## src/rtl/carry_chain_seq8_if.sv

```systemverilog
// Operand/result stream bundle for carry_chain_seq8.
// in_sub exists only when ADDSUB_EN is defined.
interface carry_chain_seq8_if;
    logic       in_valid;
    logic       in_ready;
    logic [7:0] in_a;
    logic [7:0] in_b;
    logic       in_cin;
    logic       in_last;
`ifdef ADDSUB_EN
    logic       in_sub;
`endif
    logic       out_valid;
    logic       out_ready;
    logic [7:0] out_sum;
    logic       out_last;
    logic       out_cout;
    logic       out_ovf;
    logic       out_len_err;

    modport master (
`ifdef ADDSUB_EN
        output in_sub,
`endif
        output in_valid, in_a, in_b, in_cin, in_last, out_ready,
        input  in_ready, out_valid, out_sum, out_last, out_cout, out_ovf, out_len_err
    );

    modport slave (
`ifdef ADDSUB_EN
        input  in_sub,
`endif
        input  in_valid, in_a, in_b, in_cin, in_last, out_ready,
        output in_ready, out_valid, out_sum, out_last, out_cout, out_ovf, out_len_err
    );
endinterface

```

## src/rtl/carry_chain_seq8.sv

```systemverilog
// Sequential multi-byte adder: one 8-bit slice, carry registered between LSB-first beats.
// Optional ADDSUB_EN macro adds a per-word subtract mode (in_sub latched on the first beat).
//
// state | meaning
// IDLE  | next accepted beat is the first (least-significant) beat of a word
// BUSY  | mid-word; carry register feeds the next beat
module carry_chain_seq8 #(
    parameter int unsigned MAX_BEATS = 4
) (
    input  logic              clk,
    input  logic              rst,
    carry_chain_seq8_if.slave bus
);

    localparam logic [7:0] MAX_B = 8'(MAX_BEATS);

    typedef enum logic {IDLE, BUSY} state_t;

    state_t     state, state_nxt;
    logic       c_q;
    logic [7:0] cnt_q;

    logic       accept;
    logic       first;
    logic       sub_eff;
    logic       cin_eff;
    logic [7:0] b_eff;
    logic [7:0] beat_num;
    logic [8:0] sum9;
    logic       c7;
    logic       hit_max;
    logic       last_eff;

    assign bus.in_ready = !bus.out_valid || bus.out_ready;
    assign accept       = bus.in_valid && bus.in_ready;
    assign first        = (state == IDLE);

`ifdef ADDSUB_EN
    logic sub_q;

    assign sub_eff = first ? bus.in_sub : sub_q;

    always_ff @(posedge clk) begin
        if (rst) begin
            sub_q <= 1'b0;
        end else if (accept && first) begin
            sub_q <= bus.in_sub;
        end
    end
`else
    assign sub_eff = 1'b0;
`endif

    always_comb begin
        cin_eff  = c_q;
        b_eff    = bus.in_b;
        if (first) begin
            cin_eff = sub_eff ? 1'b1 : bus.in_cin;
        end
        if (sub_eff) begin
            b_eff = ~bus.in_b;
        end
        sum9     = {1'b0, bus.in_a} + {1'b0, b_eff} + {8'd0, cin_eff};
        // carry into bit 7 recovered from the bit-7 sum
        c7       = bus.in_a[7] ^ b_eff[7] ^ sum9[7];
        beat_num = cnt_q + 8'd1;
        hit_max  = (beat_num == MAX_B);
        last_eff = bus.in_last || hit_max;
    end

    always_ff @(posedge clk) begin
        if (rst) begin
            state <= IDLE;
        end else begin
            state <= state_nxt;
        end
    end

    always_comb begin
        state_nxt = state;
        if (accept) begin
            state_nxt = last_eff ? IDLE : BUSY;
        end
    end

    always_ff @(posedge clk) begin
        if (rst) begin
            c_q   <= 1'b0;
            cnt_q <= 8'd0;
        end else if (accept) begin
            c_q   <= sum9[8];
            cnt_q <= last_eff ? 8'd0 : beat_num;
        end
    end

    always_ff @(posedge clk) begin
        if (rst) begin
            bus.out_valid   <= 1'b0;
            bus.out_sum     <= 8'd0;
            bus.out_last    <= 1'b0;
            bus.out_cout    <= 1'b0;
            bus.out_ovf     <= 1'b0;
            bus.out_len_err <= 1'b0;
        end else if (accept) begin
            bus.out_valid   <= 1'b1;
            bus.out_sum     <= sum9[7:0];
            bus.out_last    <= last_eff;
            bus.out_cout    <= sum9[8];
            bus.out_ovf     <= last_eff && (c7 ^ sum9[8]);
            bus.out_len_err <= hit_max && !bus.in_last;
        end else if (bus.out_ready) begin
            bus.out_valid   <= 1'b0;
        end
    end

endmodule

```

## src/flat_wrapper.sv

```systemverilog
// flat-port wrapper written by rule: the top's interface ports become plain ports
module carry_chain_seq8_flat 
#(
    parameter int unsigned MAX_BEATS = 4
)
  (clk, rst, bus_in_valid, bus_in_a, bus_in_b, bus_in_cin, bus_in_last, bus_out_ready, bus_in_ready, bus_out_valid, bus_out_sum, bus_out_last, bus_out_cout, bus_out_ovf, bus_out_len_err);
  carry_chain_seq8_if bus_i ();
  input  logic clk;
  input  logic rst;
  input wire logic [$bits(bus_i.in_valid)-1:0] bus_in_valid;
  input wire logic [$bits(bus_i.in_a)-1:0] bus_in_a;
  input wire logic [$bits(bus_i.in_b)-1:0] bus_in_b;
  input wire logic [$bits(bus_i.in_cin)-1:0] bus_in_cin;
  input wire logic [$bits(bus_i.in_last)-1:0] bus_in_last;
  input wire logic [$bits(bus_i.out_ready)-1:0] bus_out_ready;
  output wire logic [$bits(bus_i.in_ready)-1:0] bus_in_ready;
  output wire logic [$bits(bus_i.out_valid)-1:0] bus_out_valid;
  output wire logic [$bits(bus_i.out_sum)-1:0] bus_out_sum;
  output wire logic [$bits(bus_i.out_last)-1:0] bus_out_last;
  output wire logic [$bits(bus_i.out_cout)-1:0] bus_out_cout;
  output wire logic [$bits(bus_i.out_ovf)-1:0] bus_out_ovf;
  output wire logic [$bits(bus_i.out_len_err)-1:0] bus_out_len_err;
  assign bus_i.in_valid = bus_in_valid;
  assign bus_i.in_a = bus_in_a;
  assign bus_i.in_b = bus_in_b;
  assign bus_i.in_cin = bus_in_cin;
  assign bus_i.in_last = bus_in_last;
  assign bus_i.out_ready = bus_out_ready;
  assign bus_in_ready = bus_i.in_ready;
  assign bus_out_valid = bus_i.out_valid;
  assign bus_out_sum = bus_i.out_sum;
  assign bus_out_last = bus_i.out_last;
  assign bus_out_cout = bus_i.out_cout;
  assign bus_out_ovf = bus_i.out_ovf;
  assign bus_out_len_err = bus_i.out_len_err;
  carry_chain_seq8 #(.MAX_BEATS(MAX_BEATS)) u_core (.clk(clk), .rst(rst), .bus(bus_i));
endmodule
```

## config.mk

```make
export PLATFORM = sky130hd
export DESIGN_NAME = carry_chain_seq8_flat
export DESIGN_NICKNAME = d
export VERILOG_FILES = /design/src/rtl/carry_chain_seq8_if.sv /design/src/rtl/carry_chain_seq8.sv /design/src/flat_wrapper.sv
export SDC_FILE = /design/constraint.sdc
export NUM_CORES = 1
export LEC_CHECK = 0
export BUFFER_PORTS_ARGS = -buffer_cell sky130_fd_sc_hd__buf_2
export CAP_MARGIN = 0
export CORE_MARGIN = 8
export CORE_UTILIZATION = 54
export CTS_CLUSTER_SIZE = 14
export DETAILED_ROUTE_END_ITERATION = 12
export PLACE_DENSITY = 0.84
export SLEW_MARGIN = 20
export SYNTH_ARGS = -nofsm -noshare
export SYNTH_HDL_FRONTEND = slang
export SYNTH_SLANG_ARGS = --single-unit
export TNS_END_PERCENT = 20
```

## constraint.sdc

```tcl
create_clock -name clk -period 4 [get_ports clk]
set_input_delay 0.6 -clock clk [delete_from_list [all_inputs] [get_ports clk]]
set_output_delay 0.6 -clock clk [all_outputs]
set_load 0.005 [all_outputs]
```

# == Word level (Yosys, flattened, before mapping) ==
# Index checks and enable logic that the tools add are counted.
# word_totals
regBits,22
wordCells,28
output_inout_bits,14
inputBits,22
# classes
n_addsub,3
n_eq_ne,1
muxes,5
bitwise_logic,3
n_reduce_logical,8
# op_table
cell,n
$add 8x8->9,1
$add 9x1->9,1
$add 8x1->8 const B,1
$eq 8x3->1 const B,1
$mux 8,1
$mux 1,4
$logic_and 1x1->1,3
$xor 1x1->1,3
$logic_not 1->1,2
$logic_or 1x1->1,2
$reduce_bool 2->1,1

# == Depth between registers and ports, before layout ==
# Gate-level depths: netlist of run 1.
# depth
depth_word,5
depth_mapped,9
mapped_depth_nobuf,9

# == Worst setup path before layout of run 1 ==
# OpenSTA, ideal clock, no wires.
# synth_timing
kind,input-to-reg
from,input port bus_in_cin
to,register u_core.bus.out_ovf
setup_time_ps,131
required_ps,3869
path_buffers,0
setup_slack_ps,1532
t_arrival_ps,2337
cell_stages,9
cell_sequence,mux2_2 -> fa_1 -> inv_1 -> fa_1 -> nor2b_1 -> o2111ai_1 -> a21oi_1 -> a2111oi_0 -> o41ai_1
# synth_between
elab_chain_len,5
# synth_rtl
element,line,rtl
"start, declared",flat_wrapper.sv:13,input wire logic [$bits(bus_i.in_cin)-1:0] bus_in_cin;
$mux 1 *,carry_chain_seq8.sv:57,if (first) begin
$add 9x1->9 *,carry_chain_seq8.sv:63,"sum9 = {1'b0, bus.in_a} + {1'b0, b_eff} + {8'd0, cin_eff};"
$xor 1x1->1,carry_chain_seq8.sv:65,c7 = bus.in_a[7] ^ b_eff[7] ^ sum9[7];
$xor 1x1->1 *,carry_chain_seq8.sv:109,bus.out_ovf <= last_eff && (c7 ^ sum9[8]);
$logic_and 1x1->1 *,carry_chain_seq8.sv:109,
"end signal, assigned",carry_chain_seq8.sv:109,
"end, declared",carry_chain_seq8_if.sv:34,"output in_ready, out_valid, out_sum, out_last, out_cout, out_ovf, out_len_err"
# Every way passes the cells marked *; elsewhere a longest branch is shown, timed or not.
# A chain may end at the register's enable or synchronous reset.

# == Final worst setup path of run 1 ==
# layout_timing
from,register u_core.state
to,register u_core.bus.out_ovf
# layout_between
elab_chain_len,5
# layout_rtl
element,line,rtl
"start, declared",carry_chain_seq8.sv:19,"state_t state, state_nxt;"
"start signal, assigned",carry_chain_seq8.sv:75,state <= state_nxt;
$mux 1 *,carry_chain_seq8.sv:57,
$add 9x1->9 *,carry_chain_seq8.sv:63,
$xor 1x1->1,carry_chain_seq8.sv:65,
$xor 1x1->1 *,carry_chain_seq8.sv:109,
$logic_and 1x1->1 *,carry_chain_seq8.sv:109,
# Marked as above.

==> summary.md, run 1 <==
| Metric | Value |
|---|---|
| ANT nets after route | `0` |
| GPL Wtd Cong | `roughly 0.81` |
| Met2 GRT Util | `26.9%` |
| Yosys warning total | `0` |
| Vias | `roughly 1200` |
| Worst-path maximum fanout | `3` |
| GRT Max-Usage Layer | `met2` |
| CP startpoint kind | `flop` |
| Met1 Use GR | `15.1%` |
| Largest net degree at the start of global routing | `21` |
| Worst Path Arrival | `about 2.7 ns` |
| Crit path buf inv count | `1` |
| Ports | `36` |
| Final WL | `~2900 um` |
| First-pass GRT wire length | `about 5000 um` |
| Ant diodes | `0` |
| Post-CTS Hold Fix Bufs | `0` |
| Post-layout util | `67.1%` |
| Fin crit share | `a little over three fifths` |
| Leak pwr | `0.663 nW` |
| Dpl ws | `about 1.2 ns` |
| Worst IR drop on VDD | `around 0.00019 V` |
| Clock power frac | `between 20% and 30%` |
| Main flop type after synthesis | `dfxtp_1` |
| Switching fraction of total power | `between 20% and 30%` |
| Post-synth ARST share | `0%` |
| Clock transition at path regs | `approximately 0.13 ns` |
| DR WL/cell | `approximately 14 um` |
| Setup Skew | `0.0102 ns` |
| Area grow syn2layout | `17.7%` |
| Worst Setup SP | `u_core.state` |
| Slew margin rel. | `roughly 54%` |
| Setup Fix Bufs, Post-CTS | `0` |
| Chip height | `around 64 um` |
| Count leader, synth | `dfxtp_1` |
| Synthesized area | `1250 um^2` |
| Post-DP HPWL | `2330 um` |
| Max cap viols | `0` |
| Seq pwr share | `between 50% and 60%` |
| GRT Total Usage | `between 10% and 20%` |
| Critical path depth | `9` |
| # DRC | `0` |
| Post-synthesis sequential area ratio | `35.3%` |
| Final hold vios | `0` |
| Row cnt | `17` |
| Seq cells post-synth | `22` |
| Hold path depth | `2` |
| Max Slew Vio Count | `0` |
| Worst slew pin tran | `0.690 ns` |
| CP Class | `flop to flop` |
| Synth Area per Inst | `roughly 8.6 um^2` |
| Number of global-route vias before repair | `approximately 1200` |
| Internal | `0.339 mW` |
| Cell count after synthesis | `~150` |
| Hold Path Class | `flop to flop` |
| RSZ-0062 raised after global routing | `false` |
| Comb pwr share | `roughly a quarter` |
| Core Region | `2190 um^2` |
| Worst path cell trace | `mux2_2, fa_1, inv_1, fa_1, nor2b_1, o2111ai_1, a21oi_1, a2111oi_0, o41ai_1` |
| Cts bufs inserted | `3` |
| Initial core utilization | `approximately 57%` |
| Cell variety after synth | `39` |
| Net Count, Synth | `177` |
| CP Data Required Time | `roughly 4.2 ns` |
| CP peak stage delay | `between 0.4 and 0.5 ns` |
| M3 GR Usage | `1.57%` |
| Outcome | `completed` |
| Nets | `between 200 and 250` |
| Most frequent cells after synthesis | `dfxtp_1 (22), nor2_1 (16), a21oi_1 (14)` |
| Max Freq | `between 0.4 and 0.5 GHz` |
| Initial drt markers | `38` |
| Final min period | `2.50 ns` |
| Crit. End Element | `flop` |
| Die area | `approximately 4000 um^2` |
| Worst reg2reg path depth | `9` |
| Switching pwr | `between 0.1 and 0.15 mW` |
| Post-synth EDFFs | `0` |
| CTS H-tree lvls | `1` |
| Max clock buf depth | `2` |
| Initial antenna violation count | `0` |
| Share of cells above drive strength 1 | `roughly 25%` |
| Min-Delay Startpoint | `u_core.bus.out_sum[4]` |
| Worst-path cell with the longest stage delay | `a2111oi_0` |
| Final setup violating endpoints | `0` |
| Fin Setup TNS | `0 ns` |
| Top post-synthesis cells by area | `dfxtp_1 (35%), ha_1 (8.0%), a21oi_1 (5.6%), nor2_1 (4.8%), nand2_1 (3.3%)` |
| Clock Root Buffer | `clkbuf_4` |
| WHS | `0.459 ns` |
| Drt pass-1 iters | `4` |
| CTS tree | `yes` |
| Final worst setup slack | `~1.5 ns` |
| Post-cts sizing count | `0` |
| Clk_lat worst skew | `about 0.30 ns` |
| PortBufs | `35` |
| Die width | `about 64 um` |
| Via density | `between 5 and 6` |
| Top cell by count, worst path | `fa_1` |
| Top cell type by total area after synthesis | `dfxtp_1` |
| Crit path max-delay family | `compound AO/OA/AOI/OAI gates` |
| Gr ovfl total | `0` |
| Top-area cell type share of the netlist area | `35.3%` |
| PD cells | `320 nW/um^2` |
| Worst reg2reg startpoint | `u_core.state` |
| Clock Sinks | `22` |
power by group through the flow:
stage | Clock, mW | Combinational [mW] | Sequential, mW
global placement | 0 | 0.107 | 0.243
CTS | 0.123 | 0.112 | 0.239
global route | 0.131 | 0.125 | 0.241
floorplan | 0 | 0.0730 | 0.245
finish | 0.121 | 0.111 | 0.239
detailed placement | 0 | 0.111 | 0.244
sequential cells by signal (all words and copies together), names as in the netlist:
register,count
u_core.state,1
u_core.bus.out_cout,1
u_core.bus.out_len_err,1
u_core.bus.out_valid,1
u_core.bus.out_last,1
u_core.bus.out_sum,8
u_core.cnt_q,8
u_core.bus.out_ovf,1
worst register-to-register path: cells and delay by family, from the launching register on:
| kind | cells | cell delay (ns) |
|---|---|---|
| AOI/OAI and AO/OA | 4 | 0.94 |
| adders and majority gates | 2 | 0.58 |
| buffers and inverters | 1 | 0.09 |
| DFF | 1 | 0.35 |
| muxes | 1 | 0.35 |
| and+or+nand+nor | 1 | 0.07 |
cells in the final DEF (no fill, tap or decap), drive strengths merged, types with 2 or more instances in the layout:
cell / n
xor2: 3
and3: 3
o31ai: 2
nor2b: 3
a211oi: 3
inv: 5
a22oi: 4
xnor2: 3
dfxtp: 22
a21oi: 14
nand2b: 2
a21o: 2
nand3b: 2
clkbuf: 4
nand2: 11
and2: 2
buf: 35
nand4: 2
o21ai: 7
a2111oi: 2
fa: 2
nor2: 16
nor3: 7
o21a: 2
ha: 8
cells by family after synthesis:
kind of cell / count (synthesis) / share of synthesized area (%)
fa+ha+maj: 10 / 11.2
buf+inv: 11 / 3.51
xor+xnor: 6 / 4.21
flops: 22 / 35.3
simple gates: 53 / 23.0
mux: 1 / 0.902
compound gates: 42 / 21.8
layout make-up:
class / count / area, um^2
flip-flops and latches: 22 / 440
repair buffers: 35 / 175
clock buffers: 4 / 36.3
multi-input cells: 112 / 764
fillers: 187 / 721
inverters: 5 / 18.8
well taps: 28 / 35.0
routing by layer:
| metal | share of wire, % | vias up |
|---|---|---|
| li1 | - | 593 |
| met1 | 43 | 546 |
| met2 | 53 | 31 |
| met3 | 3.4 | 2 |
| met4 | 0.94 | 0 |
| met5 | 0 | - |
through the flow:
stage	cell area [um^2]	std cells	total power [mW]
3_5_place_dp	1430	202	0.354
3_3_place_gp	1430	202	0.350
4_1_cts	1470	206	0.473
5_1_grt	1470	206	0.497
2_1_floorplan	1250	145	0.318
6_report	1470	206	0.470
path summary, 6_finish.rpt:
path	end	slack, ns
worst min register to register	u_core.bus.out_sum[4]	0.46
worst min-delay path	u_core.bus.out_sum[4]	0.46
worst max register to register	u_core.bus.out_ovf	1.50
worst max-delay path	u_core.bus.out_ovf	1.50
(Power assumes the default switching activity.)
==> inputs of run 2 (changes only) <==
--- a/config.mk
+++ b/config.mk
@@ -8,10 +8,10 @@
 export BUFFER_PORTS_ARGS = -buffer_cell sky130_fd_sc_hd__buf_2
 export CAP_MARGIN = 0
 export CORE_MARGIN = 8
-export CORE_UTILIZATION = 54
+export CORE_UTILIZATION = 46
 export CTS_CLUSTER_SIZE = 14
 export DETAILED_ROUTE_END_ITERATION = 12
-export PLACE_DENSITY = 0.84
+export PLACE_DENSITY = 0.76
 export SLEW_MARGIN = 20
 export SYNTH_ARGS = -nofsm -noshare
 export SYNTH_HDL_FRONTEND = slang
==> constraint.sdc (replaced) <==
create_clock -name clk -period 2.15 [get_ports clk]
set_input_delay 0.3225 -clock clk [delete_from_list [all_inputs] [get_ports clk]]
set_output_delay 0.3225 -clock clk [all_outputs]
set_load 0.005 [all_outputs]
==> summary.md, run 2 (synthesized netlist as in run 1, its figures left out) <==
| Metric | Value |
|---|---|
| Worst reg2reg startpoint | `u_core.state` |
| Fin cells | `215 (+4.4%)` |
| Die width | `68.1 um (+6.3%)` |
| Final worst setup slack | `-0.0912 ns (-1.59 ns)` |
| DRT met1 WL | `1330 um (+8.3%)` |
| Initial drt markers | `58 (+53%)` |
| Area grow syn2layout | `26.4%` |
| Drt pass-1 iters | `4 (unchanged)` |
| Row cnt | `19 (+2)` |
| Top cell by count, worst path | `fa_2` |
| Worst path cell trace | `mux2_4, fa_2, inv_2, fa_2, nor2b_2, o2111ai_2, a21oi_2, o21ba_2, o41ai_2` |
| Fin Setup TNS | `-0.220 ns (-0.220 ns)` |
| Final min period | `2.24 ns (-0.257 ns)` |
| Post-CTS Hold Fix Bufs | `0 (unchanged)` |
| Post-DP HPWL | `2380 um (+2.2%)` |
| # DRC | `0 (unchanged)` |
| WHS Endpoint | `u_core.bus.out_valid` |
| Number of global-route vias before repair | `1288 (+7.7%)` |
| WL met2 | `1560 um (+1.9%)` |
| Gr ovfl total | `0 (unchanged)` |
| Largest net degree at the start of global routing | `21 (unchanged)` |
| Initial antenna violation count | `0 (unchanged)` |
| Switching fraction of total power | `29.0% (+0.96 points)` |
| Slew margin rel. | `56.9% (+2.9 points)` |
| GPL Wtd Cong | `0.796 (-2.0%)` |
| Worst slew pin tran | `0.647 ns (-0.0432 ns)` |
| CP startpoint kind | `flop` |
| Final hold vios | `0 (unchanged)` |
| Top routing layer used | `met4` |
| Via density | `5.64 (-0.83%)` |
| Max clock buf depth | `2 (unchanged)` |
| Clock Root Buffer | `clkbuf_4` |
| Outcome | `finished, violations left` |
| Filler cell count | `235 (+26%)` |
| Largest registers | `u_core.bus.out_sum (8), u_core.cnt_q (8)` |
| Setup Skew | `0.00598 ns (-0.00422 ns)` |
| DR WL/cell | `14.4 um (+2.9%)` |
| PD cells | `586 nW/um^2 (+83%)` |
| Clock transition at path regs | `0.12 ns (about the same)` |
| CTS H-tree lvls | `1 (unchanged)` |
| Dpl cells | `210 (+4.0%)` |
| Fin crit share | `104% (+42 points)` |
| PortBufs | `35 (unchanged)` |
| Hold path depth | `3 (+1)` |
| Seq. cell area | `442 um^2 (+0.28%)` |
| First-pass GRT wire length | `5200 um (+4.4%)` |
| Clock power frac | `25.0% (-0.7 points)` |
| Failing checks | `setup timing` |
| Worst Path Arrival | `2.46 ns (-0.23 ns)` |
| Crit path buf inv count | `1 (unchanged)` |
| Reg-to-reg endpoint | `u_core.bus.out_ovf` |
| Cts bufs inserted | `3 (unchanged)` |
| Worst-path cell with the longest stage delay | `fa_2` |
| Worst-path maximum fanout | `3 (unchanged)` |
| RSZ-0062 raised after global routing | `true` |
| Commonest cells after routing, fill and taps aside | `buf_2 (35), dfxtp_1 (21), nor2_1 (16)` |
| Core Region | `2660 um^2 (+22%)` |
| Internal | `0.656 mW (+94%)` |
| GRT Total Usage | `14.2% (about the same)` |
| Ant diodes | `0 (unchanged)` |
| CP Data Required Time | `2.37 ns (-1.83 ns)` |
| Routed length on met3 | `136 um (+39%)` |
| Crit path max-delay family | `compound AO/OA/AOI/OAI gates` |
| Setup slack, reg-to-reg | `-0.09 ns (-1.59 ns)` |
| CP peak stage delay | `0.38 ns (-0.05 ns)` |
| Switching pwr | `0.268 mW (+100%)` |
| Footprint of the multi-input gates | `818 um^2 (+7.0%)` |
| ANT nets after route | `0 (unchanged)` |
| Clk_lat worst skew | `0.31 ns (about the same)` |
| Commonest non-fill, non-tap cell in the layout | `buf_2` |
| Chip height | `68.1 um (+6.3%)` |
| Ports | `36 (unchanged)` |
| Post-layout util | `59.3% (-7.8 points)` |
| Worst reg2reg path depth | `9 (unchanged)` |
| Nets | `217 (+2.8%)` |
| Min-Delay Startpoint | `bus_in_valid` |
| Max Slew Vio Count | `0 (unchanged)` |
| Seq pwr share | `48.2% (-2.5 points)` |
| Final setup violating endpoints | `4 (+4)` |
| CP Class | `flop to flop` |
| Worst Setup SP | `u_core.state` |
| Die area | `4640 um^2 (+13%)` |
| Initial core utilization | `46.9% (-10 points)` |
| Comb pwr share | `26.9% (+3.4 points)` |
| CTS tree | `yes` |
| Leak pwr | `0.708 nW (+6.7%)` |
| Share of cells above drive strength 1 | `34.8% (+9.5 points)` |
| Max cap viols | `0 (unchanged)` |
| Clock Sinks | `22 (unchanged)` |
| Final WL | `3090 um (+7.4%)` |
| Vias | `1213 (+3.5%)` |
| Crit. End Element | `flop` |
| Worst IR drop on VDD | `0.000361 V (+86%)` |
| Hold Path Class | `primary input to flop` |
| Max Freq | `0.446 GHz (+11%)` |
-- run 2: worst max-delay path by stage --
| stage | slack (ns) | cells after the start | end |
|---|---|---|---|
| floorplan | -0.05 | 9 | u_core.bus.out_ovf |
| global route | -0.19 | 9 | u_core.bus.out_ovf |
| global placement | -0.14 | 10 | u_core.bus.out_cout |
| detailed placement | -0.21 | 8 | u_core.bus.out_ovf |
| finish | -0.09 | 9 | u_core.bus.out_ovf |
| CTS | -0.10 | 9 | u_core.bus.out_ovf |
-- run 2: routing by layer --
metal	track usage (%)	vias up
met2	25.7	27
met3	3.27	6
met1	14.8	577
li1	-	603
met4	7.42	0
met5	0	-
-- run 2: area by class of cell --
cell class / count / share of cell area (%)
flip-flops and latches: 22 / 28.0
inverters: 5 / 1.19
clock buffers: 4 / 2.30
well taps: 31 / 2.46
repair buffers: 41 / 14.2
multi-input cells: 112 / 51.9
-- run 2: worst min-delay path, delay by kind of cell --
kind            cells  cell delay (ns)
buf+inv             2             0.15
compound gates      1             0.05
-- run 2: repair_timing --
action | in CTS | in global routing
pin swaps | 2 | 2
setup endpoints to repair | 4 | 6
gates resized for setup | 11 | 7
buffers inserted | 1 | 0
-- run 2: stage by stage --
stage	setup WS, ns	hold WS, ns	area, um^2	power (mW)
6_report	-0.0912	0.248	1580	0.924
5_1_grt	-0.193	0.238	1580	0.978
4_1_cts	-0.101	0.245	1560	0.925
3_5_place_dp	-0.206	0.442	1480	0.676
3_3_place_gp	-0.142	0.438	1480	0.666
2_1_floorplan	-0.0492	0.448	1250	0.591
-- run 2: power groups by stage --
stage               logic, mW  clock network [mW]  registers (mW)
floorplan               0.136                   0           0.455
global placement        0.214                   0           0.452
detailed placement      0.222                   0           0.454
CTS                     0.241               0.239           0.445
global route            0.274               0.256           0.448
finish                  0.248               0.231           0.445
